==> src/rtl/bus_slave_resp_pkg.sv <==
// Shared types and constants for the bus slave responder.
package bus_slave_resp_pkg;

  localparam logic READ     = 1'b1;
  localparam logic WRITE    = 1'b0;
  localparam logic ENABLE_  = 1'b0;
  localparam logic DISABLE_ = 1'b1;

  localparam int unsigned WORD_DATA_W = 32;
  localparam int unsigned ERR_CNT_W   = 8;

  typedef logic [WORD_DATA_W-1:0] word_data_t;
  typedef logic [ERR_CNT_W-1:0]   err_cnt_t;

  typedef enum logic [1:0] {
    BUS_SLV_IDLE = 2'd0,
    BUS_SLV_REQ  = 2'd1,
    BUS_SLV_RESP = 2'd2
  } bus_slv_state_e;

  // Increment that sticks at all-ones instead of wrapping.
  function automatic err_cnt_t err_cnt_sat_inc(input err_cnt_t c);
    return (c == '1) ? c : c + err_cnt_t'(1);
  endfunction

endpackage

==> src/rtl/bus_slave_wdog.sv <==
// Access watchdog: counts REQ cycles, flags expiry, keeps a saturating timeout tally.
module bus_slave_wdog
  import bus_slave_resp_pkg::*;
#(
  parameter int unsigned TIMEOUT = 16
) (
  input  logic     clk,
  input  logic     reset,
  input  logic     clr,
  input  logic     inc,
  input  logic     err_inc,
  output logic     expired,
  output err_cnt_t err_cnt
);

  localparam int unsigned CNT_W = (TIMEOUT > 1) ? $clog2(TIMEOUT) : 1;

  logic [CNT_W-1:0] cnt_q, cnt_d;
  err_cnt_t         err_cnt_q, err_cnt_d;

  // Next-state for wait counter and error tally.
  always_comb begin
    cnt_d     = cnt_q;
    err_cnt_d = err_cnt_q;
    if (clr) begin
      cnt_d = '0;
    end else if (inc) begin
      cnt_d = cnt_q + CNT_W'(1);
    end
    if (err_inc) begin
      err_cnt_d = err_cnt_sat_inc(err_cnt_q);
    end
  end

  // Counter registers with synchronous active-low reset.
  always_ff @(posedge clk) begin
    if (!reset) begin
      cnt_q     <= '0;
      err_cnt_q <= '0;
    end else begin
      cnt_q     <= cnt_d;
      err_cnt_q <= err_cnt_d;
    end
  end

  assign expired = (cnt_q == CNT_W'(TIMEOUT - 1));
  assign err_cnt = err_cnt_q;

endmodule

==> src/rtl/bus_slave_resp.sv <==
// Slave-side bus responder: qualifies cs_/as_, runs req/ack to the back end,
// returns a one-cycle rdy_ pulse with read data, or an error word on timeout.
module bus_slave_resp
  import bus_slave_resp_pkg::*;
#(
  parameter int unsigned ADDR_W   = 8,
  parameter int unsigned TIMEOUT  = 16,
  parameter logic [31:0] ERR_DATA = 32'hDEAD_BEEF
) (
  input  logic              clk,
  input  logic              reset,
  input  logic              cs_,
  input  logic              as_,
  input  logic              rw,
  input  logic [ADDR_W-1:0] s_addr,
  input  logic [31:0]       wr_data,
  output logic [31:0]       rd_data,
  output logic              rdy_,
  output logic              loc_req,
  output logic              loc_we,
  output logic [ADDR_W-1:0] loc_addr,
  output logic [31:0]       loc_wdata,
  input  logic [31:0]       loc_rdata,
  input  logic              loc_ack,
  output logic              timeout_o,
  output logic [7:0]        err_cnt
);

  bus_slv_state_e    state_q, state_d;
  logic              loc_req_q, loc_req_d;
  logic              loc_we_q, loc_we_d;
  logic [ADDR_W-1:0] loc_addr_q, loc_addr_d;
  word_data_t        loc_wdata_q, loc_wdata_d;
  word_data_t        data_q, data_d;
  logic              to_flag_q, to_flag_d;
  logic              rdy_q, rdy_d;
  word_data_t        rd_data_q, rd_data_d;
  logic              timeout_q, timeout_d;

  logic              wd_clr, wd_inc, wd_err, wd_expired;
  err_cnt_t          wd_err_cnt;

  bus_slave_wdog #(
    .TIMEOUT (TIMEOUT)
  ) u_wdog (
    .clk     (clk),
    .reset   (reset),
    .clr     (wd_clr),
    .inc     (wd_inc),
    .err_inc (wd_err),
    .expired (wd_expired),
    .err_cnt (wd_err_cnt)
  );

  // FSM next-state, back-end request and bus response computation.
  // rdy_/rd_data/timeout_o are registered from the RESP state, so they appear
  // the cycle after RESP, keeping every bus output a pure flop.
  always_comb begin
    state_d     = state_q;
    loc_req_d   = loc_req_q;
    loc_we_d    = loc_we_q;
    loc_addr_d  = loc_addr_q;
    loc_wdata_d = loc_wdata_q;
    data_d      = data_q;
    to_flag_d   = to_flag_q;
    rdy_d       = DISABLE_;
    rd_data_d   = '0;
    timeout_d   = 1'b0;
    wd_clr      = 1'b0;
    wd_inc      = 1'b0;
    wd_err      = 1'b0;
    unique case (state_q)
      BUS_SLV_IDLE: begin
        if (cs_ == ENABLE_ && as_ == ENABLE_) begin
          loc_addr_d  = s_addr;
          loc_wdata_d = wr_data;
          loc_we_d    = (rw == WRITE);
          loc_req_d   = 1'b1;
          wd_clr      = 1'b1;
          state_d     = BUS_SLV_REQ;
        end
      end
      BUS_SLV_REQ: begin
        if (cs_ == DISABLE_ || as_ == DISABLE_) begin
          loc_req_d = 1'b0;
          state_d   = BUS_SLV_IDLE;
        end else if (loc_ack) begin
          loc_req_d = 1'b0;
          if (!loc_we_q) data_d = loc_rdata;
          to_flag_d = 1'b0;
          state_d   = BUS_SLV_RESP;
        end else if (wd_expired) begin
          loc_req_d = 1'b0;
          if (!loc_we_q) data_d = ERR_DATA;
          to_flag_d = 1'b1;
          wd_err    = 1'b1;
          state_d   = BUS_SLV_RESP;
        end else begin
          wd_inc = 1'b1;
        end
      end
      BUS_SLV_RESP: begin
        rdy_d     = ENABLE_;
        rd_data_d = loc_we_q ? '0 : data_q;
        timeout_d = to_flag_q;
        state_d   = BUS_SLV_IDLE;
      end
      default: begin
        state_d = BUS_SLV_IDLE;
      end
    endcase
  end

  // FSM and output registers with synchronous active-low reset.
  always_ff @(posedge clk) begin
    if (!reset) begin
      state_q     <= BUS_SLV_IDLE;
      loc_req_q   <= 1'b0;
      loc_we_q    <= 1'b0;
      loc_addr_q  <= '0;
      loc_wdata_q <= '0;
      data_q      <= '0;
      to_flag_q   <= 1'b0;
      rdy_q       <= DISABLE_;
      rd_data_q   <= '0;
      timeout_q   <= 1'b0;
    end else begin
      state_q     <= state_d;
      loc_req_q   <= loc_req_d;
      loc_we_q    <= loc_we_d;
      loc_addr_q  <= loc_addr_d;
      loc_wdata_q <= loc_wdata_d;
      data_q      <= data_d;
      to_flag_q   <= to_flag_d;
      rdy_q       <= rdy_d;
      rd_data_q   <= rd_data_d;
      timeout_q   <= timeout_d;
    end
  end

  assign rdy_      = rdy_q;
  assign rd_data   = rd_data_q;
  assign loc_req   = loc_req_q;
  assign loc_we    = loc_we_q;
  assign loc_addr  = loc_addr_q;
  assign loc_wdata = loc_wdata_q;
  assign timeout_o = timeout_q;
  assign err_cnt   = wd_err_cnt;

endmodule

==> config.mk <==
export PLATFORM = sky130hd
export DESIGN_NAME = bus_slave_resp
export DESIGN_NICKNAME = d
export VERILOG_FILES = /design/src/rtl/bus_slave_resp_pkg.sv /design/src/rtl/bus_slave_wdog.sv /design/src/rtl/bus_slave_resp.sv
export SDC_FILE = /design/constraint.sdc
export NUM_CORES = 1
export LEC_CHECK = 0
export ABC_CLOCK_PERIOD_IN_PS = 1900
export BUFFER_PORTS_ARGS = -buffer_cell sky130_fd_sc_hd__buf_2
export CAP_MARGIN = 20
export CORE_ASPECT_RATIO = 1.25
export CORE_MARGIN = 5
export CORE_UTILIZATION = 47
export DETAILED_ROUTE_END_ITERATION = 6
export HOLD_SLACK_MARGIN = 0.02
export PLACE_DENSITY = 0.76
export SLEW_MARGIN = 20
export SYNTH_ARGS = -nofsm -noshare
export SYNTH_HDL_FRONTEND = slang
export SYNTH_SLANG_ARGS = --single-unit
==> constraint.sdc <==
create_clock -name clk -period 1.9 [get_ports clk]
set_input_delay 0.095 -clock clk [delete_from_list [all_inputs] [get_ports clk]]
set_output_delay 0.095 -clock clk [all_outputs]
set_load 0.1 [all_outputs]
==> results of run 1 <==
registers in the layout, summed over array words and instances (netlist names):
| register | cells |
|---|---|
| state_q | 2 |
| loc_addr | 8 |
| data_q | 32 |
| rd_data | 32 |
| loc_req | 1 |
| loc_wdata | 32 |
| u_wdog.err_cnt | 8 |
| u_wdog.cnt_q | 4 |
| to_flag_q | 1 |
| rdy_ | 1 |
| timeout_o | 1 |
| loc_we | 1 |
through the flow:
step,instance area (um^2),instances,TNS (ns)
6_report,6620,844,0
5_1_grt,6620,843,-0.0988
4_1_cts,6560,840,0
3_5_place_dp,5180,731,0
3_3_place_gp,5180,731,0
2_1_floorplan,4250,472,0
kinds of logic after synthesis:
| logic type | synth area share [%] |
|---|---|
| xor+xnor | 0.826 |
| fa+ha+maj | 0.590 |
| flops | 58.1 |
| simple gates | 22.2 |
| mux | 0.236 |
| compound gates | 14.5 |
| buf+inv | 3.63 |
Yosys cell counts, drive strengths merged:
cell     count  area share (%)
o2111ai      1            0.35
nand3        6            0.71
or3          3            0.44
nand4        9             1.3
mux2i        1            0.24
nor4         1            0.15
dfxtp      123              58
a31oi        2            0.30
ha           2            0.59
inv          6            0.53
xor2         4            0.83
o31ai        4            0.71
nand2       94             8.3
a21oi       73             8.6
nor4b        1            0.56
buf          2            0.38
and3         2            0.30
nand2b      24             3.5
o21ai       35             4.1
and2        32             4.7
clkbuf      30             2.7
a211oi       2            0.35
nor3b        1            0.44
or4          5            0.89
nor2         9            0.80
layer usage:
layer / track usage (%) / part of all wire, % / vias to the layer above
li1: - / - / 2052
met1: 25.5 / 38 / 2008
met2: 42.6 / 52 / 213
met3: 7.35 / 8.1 / 27
met4: 10.8 / 1.9 / 0
met5: 0 / 0 / -
worst paths after layout:
kind	from	endpoint	slack [ns]
max	state_q[0]	data_q[13]	0.09
min	as_	state_q[1]	0.1
max reg2reg	state_q[0]	data_q[13]	0.09
min reg2reg	to_flag_q	timeout_o	0.44
critical path, delay by kind of cell, from the launching register on:
kind                   cells  cell delay [ns]
buffers and inverters      3             0.61
and+or+nand+nor            2             0.45
DFF                        1             0.41
AOI/OAI and AO/OA          2             0.26
what timing repair did:
action	4_1_cts	5_1_grt
setup buffers	0	1
endpoints found under the hold margin	77	0
setup endpoints to repair	0	12
hold buffers	77	0
power groups by stage:
stage	clock network [mW]	logic, mW	registers [mW]
after detailed placement	0	0.595	2.71
after global routing	3.44	0.779	2.66
final	3.28	0.744	2.66
after global placement	0	0.589	2.71
after floorplan	0	0.125	3.01
after CTS	3.31	0.721	2.66
cell type report:
cell class / instances / area, um^2 / share of cell area, %
flip-flops and latches: 123 / 2470 / 37.3
repair buffers: 251 / 1730 / 26.2
multi-input cells: 311 / 1630 / 24.7
clock buffers: 21 / 439 / 6.63
clock inverters: 11 / 169 / 2.55
well taps: 120 / 150 / 2.27
inverters: 6 / 22.5 / 0.340
diodes: 1 / 2.50 / 0.0378
==> out/metrics.cfg, run 1 <==
[status]
status = finished, final reports clean

[power_and_ir_drop]
p_int_mw = 5.03
p_comb_share_pct = 11.1
p_leak_nw = 2.88
power_frac_seq_pct = 39.8
peakVddDrop_uv = 662
total_power_mw = 6.69
p_sw_mw = 1.66
switching_share_pct = 24.8
pwr-share-clk_pct = 49.1
powerDensity_mw_per_mm2 = 1010

[worst_setup_path]
cp_max_fo = 32
critical_path_class = reg -> reg
critPathMaxStageDelay_ns = 0.41
worst_ep_required_time_ns = 2.33
reg2regPathDepth = 7
path_common_cell = buf_4
critPathSlowestCell = dfxtp_1
cp-end-kind = flip-flop
crit_chain = nor4b_4 > buf_4 > nor3b_4 > buf_4 > clkbuf_16 > o21ai_0 > a21oi_1
crit_arrival_ns = 2.23
worstSetupStartpointType = flip-flop

[floorplanning]
dieWidth_um = 95.0
initial_core_util_pct = 48.5
die_h_um = 116
io_pins = 162
die_area_mm2 = 0.0110
coreArea_mm2 = 0.00875
rows = 38

[layout]
final_common_cell = buf_2
area_delta_synth_final_pct = 56.2
fillers = 611
layout-drive-gt1-share_pct = 30.0
mostFrequentLayoutCells = buf_2 (161), dfxtp_1 (115), nand2_1 (94), dlygate4sd3_1 (77), a21oi_1 (73)
final_core_util_pct = 75.7
final_net_count = 790

[sta]
finalSetupViolations = 0
tightest_slew_ns = 0.801
post-route-period-util_pct = 95.2
period_minus_slack_ns = 1.81
fin_ws_ns = 0.0917
slew_headroom_pct = 46.6
hold_ws_ns = 0.0953
drv_slew = 0
max_freq_mhz = 553
fin_skew_ns = 0.00985
hold_viol = 0

[synthesis]
synth.distinct_cells = 28
yosysSeqAreaShare_pct = 58.1
syn_inst = 472
netlist_area_mm2 = 0.00424
syn_avg_cell_area_um2 = 8.98
syn_nets = 552
ys_seq_elements = 123
ys_warn_count = 0

[routing]
wire_per_inst_um = 15.9
ant_nets = 0
drtIter0Drc = 257
wl_um = 13400
drc = 0
via_per_inst = 5.09
drtPass1Iterations = 5
vias = 4300

[cts]
clk_latency_ns = 0.51
clkTransAtPathRegs_ns = 0.06
clock-sinks = 123
cts_resized = 0
cts_buffer_depth = 2
cts.htree.levels = 4
clockRootBuffer = clkbuf_8
tritoncts = done
numCtsBuffers = 17

[hold_path]
worstHoldPathType = in -> reg
whs_path_depth = 5

[placed_design]
port_buffers = 161
dp_hpwl_um = 7220
gp_congestion = 0.739
dp_slack_ns = 0.149

[global_route]
antenna_found_initial = 0
first_global_vias = 4406
gr-total-overflow = 0
groute.usage.overall_pct = 23.8
grt_start_max_net_pins = 76
grt_pass1_wl_um = 20500

[job]
max_cap_viol_count = 0

(Power assumes the default switching activity.)
==> run 2, diff against run 1 <==
ABC_CLOCK_PERIOD_IN_PS = not set   (was 1900)
PLACE_DENSITY = 0.75   (was 0.76)
SYNTH_HIERARCHICAL = 1   (was not set)
==> run 2 against run 1 <==
Global-route usage is 2.3 points lower. Via count is 2.3% lower. Sequential power hardly changed. Critical path depth is 2 lower. Register-to-register slack better by 0.05 ns. Synthesized cell count is 0.85% higher. Wire length is 4.6% lower. Hold slack worse by 0.054 ns. Maximum frequency is 2.6% higher. Combinational power is 8.3% higher. Flip-flop and latch count stayed put. Sequential share of layout area is 1.4 points lower.
==> out/metrics.cfg, run 2 <==
[routing]
top_layer_used = met4
drtIter0Drc = 169  ; -34%
drc = 0  ; unchanged
wl_met3_um = 679  ; -38%
wl_met2_um = 6870  ; -1.6%
ant_nets = 0  ; unchanged
wl_met1_um = 4880  ; -4.6%
vias = 4203  ; -2.3%
wl_um = 12800  ; -4.6%
drtPass1Iterations = 4  ; -1
via_per_inst = 4.99  ; -2.1%
wire_per_inst_um = 15.2  ; -4.5%

[worst_setup_path]
critical_path.startpoint = state_q[1]
crit_arrival_ns = 2.08  ; -0.15 ns
worstSetupStartpointType = flip-flop
cp-end-kind = flip-flop
regToRegStartpoint = state_q[1]
worst_ep_required_time_ns = 2.22  ; -0.11 ns
cp_max_fo = 26  ; -19%
critical_path_class = reg -> reg

[layout]
multiInputGateArea_mm2 = 0.00182  ; +11%
final_common_cell = buf_2
final_net_count = 784  ; -0.76%
seq_area_mm2 = 0.00247  ; -0.25%
area_delta_synth_final_pct = 48.8
final_core_util_pct = 71.4  ; -4.3 points
layout-drive-gt1-share_pct = 35.3  ; +5.3 points
fillers = 703  ; +15%
final_area_mm2 = 0.00686  ; +3.5%
mostFrequentLayoutCells = buf_2 (161), dfxtp_1 (120), nand2_1 (86), dlygate4sd3_1 (73), a21oi_1 (58)

[sta]
finalSetupTns_ns = 0  ; unchanged
tightest_slew_ns = 0.602  ; -0.200 ns
grt_setup_unrepaired = no
slew_headroom_pct = 59.8  ; +13 points
finalSetupViolations = 0  ; unchanged
max_freq_mhz = 567  ; +2.6%
fin_skew_ns = 0.00835  ; -0.00150 ns
drv_slew = 0  ; unchanged
post-route-period-util_pct = 92.7  ; -2.4 points
hold_viol = 0  ; unchanged
period_minus_slack_ns = 1.76  ; -0.0461 ns

[synthesis]
syn_avg_cell_area_um2 = 9.68  ; +7.7%
synthFlopType = dfxtp_1
synth_edf_count = 0  ; unchanged
yosys.area.top_type = dfxtp_1
syn_nets = 556  ; +0.72%
synth_top_area_share_pct = 53.4  ; -4.6 points
netlist_top_cells_count = dfxtp_1 (123), nand2_1 (86), a21oi_1 (58), and2_1 (32), inv_1 (30)
syn_inst = 476  ; +0.85%
yosysSeqAreaShare_pct = 53.4  ; -4.6 points
synth.distinct_cells = 48  ; +71%
netlist_top_cells_area = dfxtp_1 (53%), a311oi_2 (7.2%), nand2_1 (7.0%), a21oi_1 (6.3%), and2_1 (4.3%)
netlist_area_mm2 = 0.00461  ; +8.6%
ys_seq_elements = 123  ; unchanged
ys_warn_count = 6  ; +6
synth_most_common_cell = dfxtp_1
async_reset_ff_share_pct = 0  ; unchanged

[global_route]
grt_pass1_wl_um = 20500  ; +0.34%
first_global_vias = 4356  ; -1.1%
gr-total-overflow = 0  ; unchanged
groute.usage.overall_pct = 21.4  ; -2.3 points
antenna_found_initial = 0  ; unchanged
grt_start_max_net_pins = 42  ; -45%

[floorplanning]
io_pins = 162  ; unchanged
coreArea_mm2 = 0.00961  ; +9.8%
dieWidth_um = 98.6  ; +3.8%
initial_core_util_pct = 47.9  ; -0.53 points
rows = 40  ; +5.3%
die_h_um = 121  ; +3.9%
die_area_mm2 = 0.0119  ; +7.8%

[status]
status = finished, final reports clean

[power_and_ir_drop]
p_int_mw = 5.08  ; +0.96%
powerDensity_mw_per_mm2 = 979  ; -3.1%
pwr-share-clk_pct = 48.4  ; -0.7 points
peakVddDrop_uv = 670  ; +1.1%
power_frac_seq_pct = 39.6  ; -0.2 points
p_leak_nw = 3.03  ; +5.1%
switching_share_pct = 24.3  ; -0.45 points
p_sw_mw = 1.63  ; -1.5%
p_comb_share_pct = 12.0  ; +0.9 points

[job]
max_cap_viol_count = 0  ; unchanged

[cts]
cts_buffer_depth = 2  ; unchanged
clock-sinks = 123  ; unchanged
clk_latency_ns = 0.40  ; -0.11 ns
numCtsBuffers = 17  ; unchanged
clockRootBuffer = clkbuf_16
cts.htree.levels = 4  ; unchanged
tritoncts = done
clkTransAtPathRegs_ns = 0.05  ; about the same

[hold_path]
worstHoldPathType = in -> reg
min_from = reset

[placed_design]
gp_congestion = 0.814  ; +10%
port_buffers = 161  ; unchanged
dpl-instance-area_mm2 = 0.00551  ; +6.3%
dp_hpwl_um = 8060  ; +12%

run 2: critical path, stage by stage (launching register included):
cell	delay, ns
dfxtp_1	0.35
or4_1	0.63
inv_6	0.21
buf_12	0.21
nand2_1	0.10
a21oi_1	0.18
run 2: cell type report:
class	count	area share, %
Multi-Input combinational cell	285	26.5
Sequential cell	123	36.0
Clock buffer	24	7.17
Timing Repair Buffer	245	24.6
Antenna cell	1	0.0365
Tap cell	126	2.30
Inverter	32	1.82
Clock inverter	7	1.64
run 2: cell families (layout without fill, tap and decap cells):
family,after synthesis,after routing,synth area share [%]
AOI/OAI and AO/OA,107,107,18.3
xor gates and xnor gates,3,3,0.570
adders and majority gates,2,2,0.543
buffers and inverters,68,308,7.55
DFF,123,123,53.4
muxes,11,11,2.39
other,0,1,0
and+or+nand+nor,162,162,17.2
run 2: worst paths after layout:
path              slack (ns)                end  depth (start not counted)
hold reg to reg         0.44          timeout_o                          2
setup reg to reg        0.14      loc_wdata[24]                          5
hold / removal          0.04  u_wdog/err_cnt[1]                          3
setup / recovery        0.14      loc_wdata[24]                          5
run 2: power by group through the flow:
stage	combinational, mW	sequential, mW	clock (mW)
global placement	0.667	2.71	0
floorplan	0.200	3.01	0
CTS	0.798	2.66	3.28
global route	0.848	2.66	3.41
detailed placement	0.679	2.71	0
finish	0.806	2.66	3.25
run 2: timing repair:
item / 4_1_cts / 5_1_grt
gates resized for setup: 0 / 3
setup endpoints to repair: 0 / 3
hold endpoints to repair: 73 / 0
hold buffers: 73 / 0
buffers inserted: 0 / 0
run 2: metal layers:
metal	vias to the layer above	GRT usage, %
met5	-	0
met4	0	10.3
met3	34	5.89
met2	153	38.9
met1	1955	22.7
li1	2061	-
run 2: stage by stage:
stage | hold slack, ns | worst slack [ns] | total power [mW] | instances
detailed placement | 0.276 | 0.0965 | 3.39 | 738
global placement | 0.269 | 0.233 | 3.38 | 738
CTS | 0.0217 | 0.107 | 6.74 | 842
global route | 0.0539 | 0.0190 | 6.92 | 842
floorplan | 0.183 | 0.000519 | 3.21 | 476
finish | 0.0411 | 0.138 | 6.71 | 843
